## config.mk

```make
export PLATFORM = sky130hd
export DESIGN_NAME = alu_cmd_driver
export DESIGN_NICKNAME = d
export VERILOG_FILES = /design/src/rtl/alu_cmd_driver.sv
export SDC_FILE = /design/constraint.sdc
export NUM_CORES = 1
export LEC_CHECK = 0
export ABC_AREA = 1
export ABC_CLOCK_PERIOD_IN_PS = 1900
export CAP_MARGIN = 20
export CELL_PAD_IN_SITES_DETAIL_PLACEMENT = 1
export CELL_PAD_IN_SITES_GLOBAL_PLACEMENT = 1
export CORE_MARGIN = 2
export CORE_UTILIZATION = 43
export DETAILED_ROUTE_END_ITERATION = 6
export DONT_BUFFER_PORTS = 1
export PLACE_DENSITY = 0.82
export SLEW_MARGIN = 20
export SYNTH_ARGS = -nofsm -noshare
export SYNTH_HDL_FRONTEND = slang
export SYNTH_SLANG_ARGS = --single-unit
export TNS_END_PERCENT = 5
```

## constraint.sdc

```tcl
create_clock -name CLK -period 1.9 [get_ports CLK]
set_clock_uncertainty 0.05 [all_clocks]
set_input_delay 0.38 -clock CLK [delete_from_list [all_inputs] [get_ports CLK]]
set_output_delay 0.38 -clock CLK [all_outputs]
set_load 0.005 [all_outputs]
```

## src/rtl/alu_cmd_driver.sv

```systemverilog
// Command-side master for a clocked ALU: issues one operation, waits ALU_LAT cycles, returns the
// result and flags with a flag-group consistency check. Optional DIV-by-zero trap: ALU_DRV_DIV0_TRAP_EN.
module alu_cmd_driver #(
  parameter int unsigned WIDTH   = 16,
  parameter int unsigned ALU_LAT = 1,
  parameter int unsigned CNT_W   = 16
) (
  input  logic             CLK,
  input  logic             RST,
  input  logic             CMD_VALID,
  output logic             CMD_READY,
  input  logic [3:0]       CMD_FUN,
  input  logic [WIDTH-1:0] CMD_A,
  input  logic [WIDTH-1:0] CMD_B,
  output logic [WIDTH-1:0] ALU_A,
  output logic [WIDTH-1:0] ALU_B,
  output logic [3:0]       ALU_FUN,
  input  logic [WIDTH-1:0] ALU_OUT,
  input  logic             Carry_Flag,
  input  logic             Arith_Flag,
  input  logic             Logic_Flag,
  input  logic             CMP_Flag,
  input  logic             Shift_Flag,
  output logic             RSP_VALID,
  input  logic             RSP_READY,
  output logic [WIDTH-1:0] RSP_DATA,
  output logic [4:0]       RSP_FLAGS,
  output logic             RSP_ERR,
  output logic             BUSY,
  output logic [CNT_W-1:0] OP_COUNT
);

  localparam int unsigned LatW = 3;
  localparam logic [3:0] FunIllegal = 4'b1111;

  typedef enum logic [1:0] {StIdle, StWait, StCapture, StResp} state_e;

  state_e           state_q, state_d;
  logic [LatW-1:0]  wait_cnt_q, wait_cnt_d;
  logic [WIDTH-1:0] alu_a_q, alu_a_d;
  logic [WIDTH-1:0] alu_b_q, alu_b_d;
  logic [3:0]       alu_fun_q, alu_fun_d;
  logic [WIDTH-1:0] rsp_data_q, rsp_data_d;
  logic [4:0]       rsp_flags_q, rsp_flags_d;
  logic             rsp_err_q, rsp_err_d;
  logic [CNT_W-1:0] op_count_q, op_count_d;

  logic       div0_trap;
  logic       cmd_direct;
  logic [3:0] grp_flags;
  logic [3:0] grp_sel;
  logic       flag_err;

`ifdef ALU_DRV_DIV0_TRAP_EN
  assign div0_trap = (CMD_FUN == 4'b0011) && (CMD_B == '0);
`else
  assign div0_trap = 1'b0;
`endif

  // Commands that never reach the ALU answer immediately with an error response.
  assign cmd_direct = (CMD_FUN == FunIllegal) || div0_trap;

  // Group flags ordered {Shift, CMP, Logic, Arith}; Carry takes no part in the check.
  assign grp_flags = {Shift_Flag, CMP_Flag, Logic_Flag, Arith_Flag};

  always_comb begin
    grp_sel = 4'b0000;
    case (alu_fun_q)
      4'h0, 4'h1, 4'h2, 4'h3:             grp_sel = 4'b0001;
      4'h4, 4'h5, 4'h6, 4'h7, 4'h8, 4'h9: grp_sel = 4'b0010;
      4'hA, 4'hB, 4'hC:                   grp_sel = 4'b0100;
      4'hD, 4'hE:                         grp_sel = 4'b1000;
      default:                            grp_sel = 4'b0000;
    endcase
  end

  assign flag_err = ~|(grp_flags & grp_sel) | |(grp_flags & ~grp_sel);

  always_comb begin
    state_d     = state_q;
    wait_cnt_d  = wait_cnt_q;
    alu_a_d     = alu_a_q;
    alu_b_d     = alu_b_q;
    alu_fun_d   = alu_fun_q;
    rsp_data_d  = rsp_data_q;
    rsp_flags_d = rsp_flags_q;
    rsp_err_d   = rsp_err_q;
    op_count_d  = op_count_q;

    unique case (state_q)
      StIdle: begin
        if (CMD_VALID) begin
          if (cmd_direct) begin
            rsp_data_d  = '0;
            rsp_flags_d = '0;
            rsp_err_d   = 1'b1;
            state_d     = StResp;
          end else begin
            alu_a_d    = CMD_A;
            alu_b_d    = CMD_B;
            alu_fun_d  = CMD_FUN;
            wait_cnt_d = LatW'(ALU_LAT);
            state_d    = StWait;
          end
        end
      end
      StWait: begin
        wait_cnt_d = wait_cnt_q - LatW'(1);
        if (wait_cnt_q == LatW'(1)) begin
          state_d = StCapture;
        end
      end
      StCapture: begin
        rsp_data_d  = ALU_OUT;
        rsp_flags_d = {Shift_Flag, CMP_Flag, Logic_Flag, Arith_Flag, Carry_Flag};
        rsp_err_d   = flag_err;
        state_d     = StResp;
      end
      StResp: begin
        if (RSP_READY) begin
          op_count_d = op_count_q + CNT_W'(1);
          state_d    = StIdle;
        end
      end
      default: state_d = StIdle;
    endcase
  end

  always_ff @(posedge CLK) begin
    if (!RST) begin
      state_q     <= StIdle;
      wait_cnt_q  <= '0;
      alu_a_q     <= '0;
      alu_b_q     <= '0;
      alu_fun_q   <= '0;
      rsp_data_q  <= '0;
      rsp_flags_q <= '0;
      rsp_err_q   <= 1'b0;
      op_count_q  <= '0;
    end else begin
      state_q     <= state_d;
      wait_cnt_q  <= wait_cnt_d;
      alu_a_q     <= alu_a_d;
      alu_b_q     <= alu_b_d;
      alu_fun_q   <= alu_fun_d;
      rsp_data_q  <= rsp_data_d;
      rsp_flags_q <= rsp_flags_d;
      rsp_err_q   <= rsp_err_d;
      op_count_q  <= op_count_d;
    end
  end

  assign CMD_READY = (state_q == StIdle);
  assign BUSY      = (state_q != StIdle);
  assign RSP_VALID = (state_q == StResp);
  assign ALU_A     = alu_a_q;
  assign ALU_B     = alu_b_q;
  assign ALU_FUN   = alu_fun_q;
  assign RSP_DATA  = rsp_data_q;
  assign RSP_FLAGS = rsp_flags_q;
  assign RSP_ERR   = rsp_err_q;
  assign OP_COUNT  = op_count_q;

endmodule

```

==> results.toml <==
[layout]
diodes = 0
mostFrequentLayoutCell = "nor2_1"
syn_to_final_growth_pct = 8.519
final_cell_mix = "nor2_1, nand2_1, dfxtp_1, o21ai_0, inv_1"
nNetsFinal = 563
fin_util = 0.4746
drive_gt1_frac = 0.08417

[global_route]
grt.total_usage = 0.1925
grt_max_degree = 74
overflow = 0
antenna_found_initial = 0
grt_pass1_wl_mm = 13.53
first_global_vias = 2956

[clock_network]
post_cts_buffers = 0
clkTransAtPathRegs_ns = 0.09
cts_sinks = 83
cts_hold_buf = 0
clock_latency_ns = 0.34
cts_buffer_depth = 2
ctsResizeCount = 0
cts-root-buf = "clkbuf_8"
cts_buffers = 9
cts_tree = "built"
htree_levels = 3

[placed_design]
dp_hpwl_mm = 6.189
gp_congestion = 0.7607
dp_slack_ns = 0.06083
port-buffer-count = 0

[sta]
whs_ns = 0.09935
hold_viol_final = 0
slew_violations = 0
rsz0062_at_grt = "no"
clock.fmax_ghz = 0.5854
worst_pin_slew_ns = 0.3938
min_period_ns = 1.708
post-route-period-util = 0.8990
setup_viol = 0
finalSetupTns_ns = 0
fin_ws_ns = 0.1919
relSlewSlack = 0.7374

[yosys]
synth-compound-area-share = 0.09155
synth-simple-area-share = 0.3256
syn-num-nets = 568
ys_seq_elements = 83
synthAdderAreaFrac = 0.02828
yosys_warnings = 0
synth-xor-area-share = 0.002474
yosysSeqAreaShare = 0.4694
synth_top_family_by_area = "simple AND/OR/NAND/NOR gates"
syn_area_per_cell_um2 = 7.093
syn_area_um2 = 3540
synth.distinct_cells = 29
syn_inst = 499
synth.area.mux_share = 0

[critical_path]
crit_slowest_cell = "dfxtp_1"
r2r_cells = 10
r2r_start = "state_q[1]"
crit_path_max_incr_delay_ns = 0.37
worstPathCellList = "inv_1 > ha_4 > inv_2 > nor2_1 > nor2_1 > nand2_2 > inv_4 > nand2_1 > nand2_1 > nor2_1"
cpMostUsedCell = "nor2_1"
endpoint_kind = "register"
r2r_end = "RSP_DATA[2]"
worstSetupPathType = "reg -> reg"
cp-start-kind = "register"
rrSetupSlack_ns = 0.19
cp_max_fo = 42
arrival_ns = 1.91
required_ns = 2.10

[power]
switching_share = 0.3657
p_clk_frac = 0.267
vdd_ir_drop_max_uv = 693.9
power_density_nw_per_um2 = 1607
internal-power_uw = 3916
leakagePower_uw = 0.001634
seqPwrFrac = 0.421
power.switching_uw = 2258
p_comb_frac = 0.312

[drt]
dr.pass1.iters = 4
drtIter0Drc = 68
dr_wl_met3_um = 736
vias = 3014
wl_met1_mm = 3.471
avgViaCountPerCell = 4.990
ant_nets = 0
wl_met2_mm = 4.158
drt-total-wl_mm = 8.535
routedWlPerCell_um = 14.13
routed.top_layer = "met4"
drc = 0

[floorplan]
die_w_um = 94.73
die_h_um = 94.73
io_pins = 138
rows = 33
start_util = 0.4374
core_um2 = 8093
die_area_um2 = 8974

[hold_path]
min_path_cells = 2
hp-class = "in -> reg"
min_from = "RST"
worstHoldEndpoint = "RSP_DATA[13]"

[job]
maxCapViolations = 0

[outcome]
status = "completed"
## final cells by class
cell class / count / area [µm²]
Clock buffer: 11 / 131.4
Fill cell: 1051 / 4252
Tap cell: 105 / 131.4
Timing Repair Buffer: 5 / 37.54
Sequential cell: 83 / 1663
Inverter: 40 / 152.6
Multi-Input combinational cell: 355 / 1600
Clock inverter: 5 / 125.1
## synthesized netlist by cell type (all sizes together)
cell type  number  area share
xor2            1      0.0025
and3            1      0.0018
nand2         111        0.13
or2             1      0.0018
dfxtp          83        0.47
ha              8       0.028
nand4           3      0.0053
inv            40       0.043
nor2          151        0.16
a21oi          14       0.021
o21a            1      0.0021
nand3          10       0.016
a21boi          1      0.0021
nor3b           2      0.0042
buf            12       0.030
o21ai          47       0.066
nor3            4      0.0057
clkbuf          9      0.0095
## registers in the layout, summed over array words and instances (netlist names)
signal      count
RSP_DATA       16
OP_COUNT       16
ALU_B          16
ALU_A          16
grp_sel         4
wait_cnt_q      3
RSP_FLAGS       5
RSP_ERR         1
ALU_FUN         4
state_q         2
## per-stage QoR
stage / power, µW / cell area [µm²] / instances
floorplan: 4251 / 3540 / 499
global placement: 4425 / 3568 / 588
detailed placement: 4586 / 3568 / 588
CTS: 6241 / 3825 / 604
global route: 6711 / 3841 / 604
finish: 6175 / 3841 / 604
## per-layer routing
layer  track usage  vias to the layer above
met5             0                        -
met4       0.07126                        0
li1              -                     1527
met3       0.08380                       13
met1        0.2091                     1396
met2        0.3316                       78
## power by group through the flow
stage / clock network, µW / logic, µW / registers [µW]
6_report: 1650 / 1930 / 2600
5_1_grt: 1780 / 2260 / 2680
4_1_cts: 1690 / 1930 / 2610
3_5_place_dp: 0 / 1930 / 2660
3_3_place_gp: 0 / 1790 / 2630
2_1_floorplan: 0 / 1710 / 2540
## kinds of logic (layout without fill, tap and decap cells)
logic type      count (synthesis)  in the layout
xor+xnor                        1              1
buf+inv                        61             61
flops                          83             83
simple gates                  283            283
fa+ha+maj                       8              8
compound gates                 63             63
## critical path: cells and delay by family, from the launching register on
kind	cells	cell delay, ns
fa+ha+maj	1	0.19
buf+inv	3	0.50
flops	1	0.37
simple gates	6	0.49
## how the worst max path moves through the flow
stage,from,to
after floorplan,state_q[0],grp_sel[3]
after global placement,state_q[0],grp_sel[3]
final,state_q[1],RSP_DATA[2]
after CTS,state_q[0],RSP_DATA[2]
after detailed placement,state_q[0],RSP_DATA[2]
after global routing,state_q[1],grp_sel[3]
Note: power is estimated with default switching activity, not from simulation.
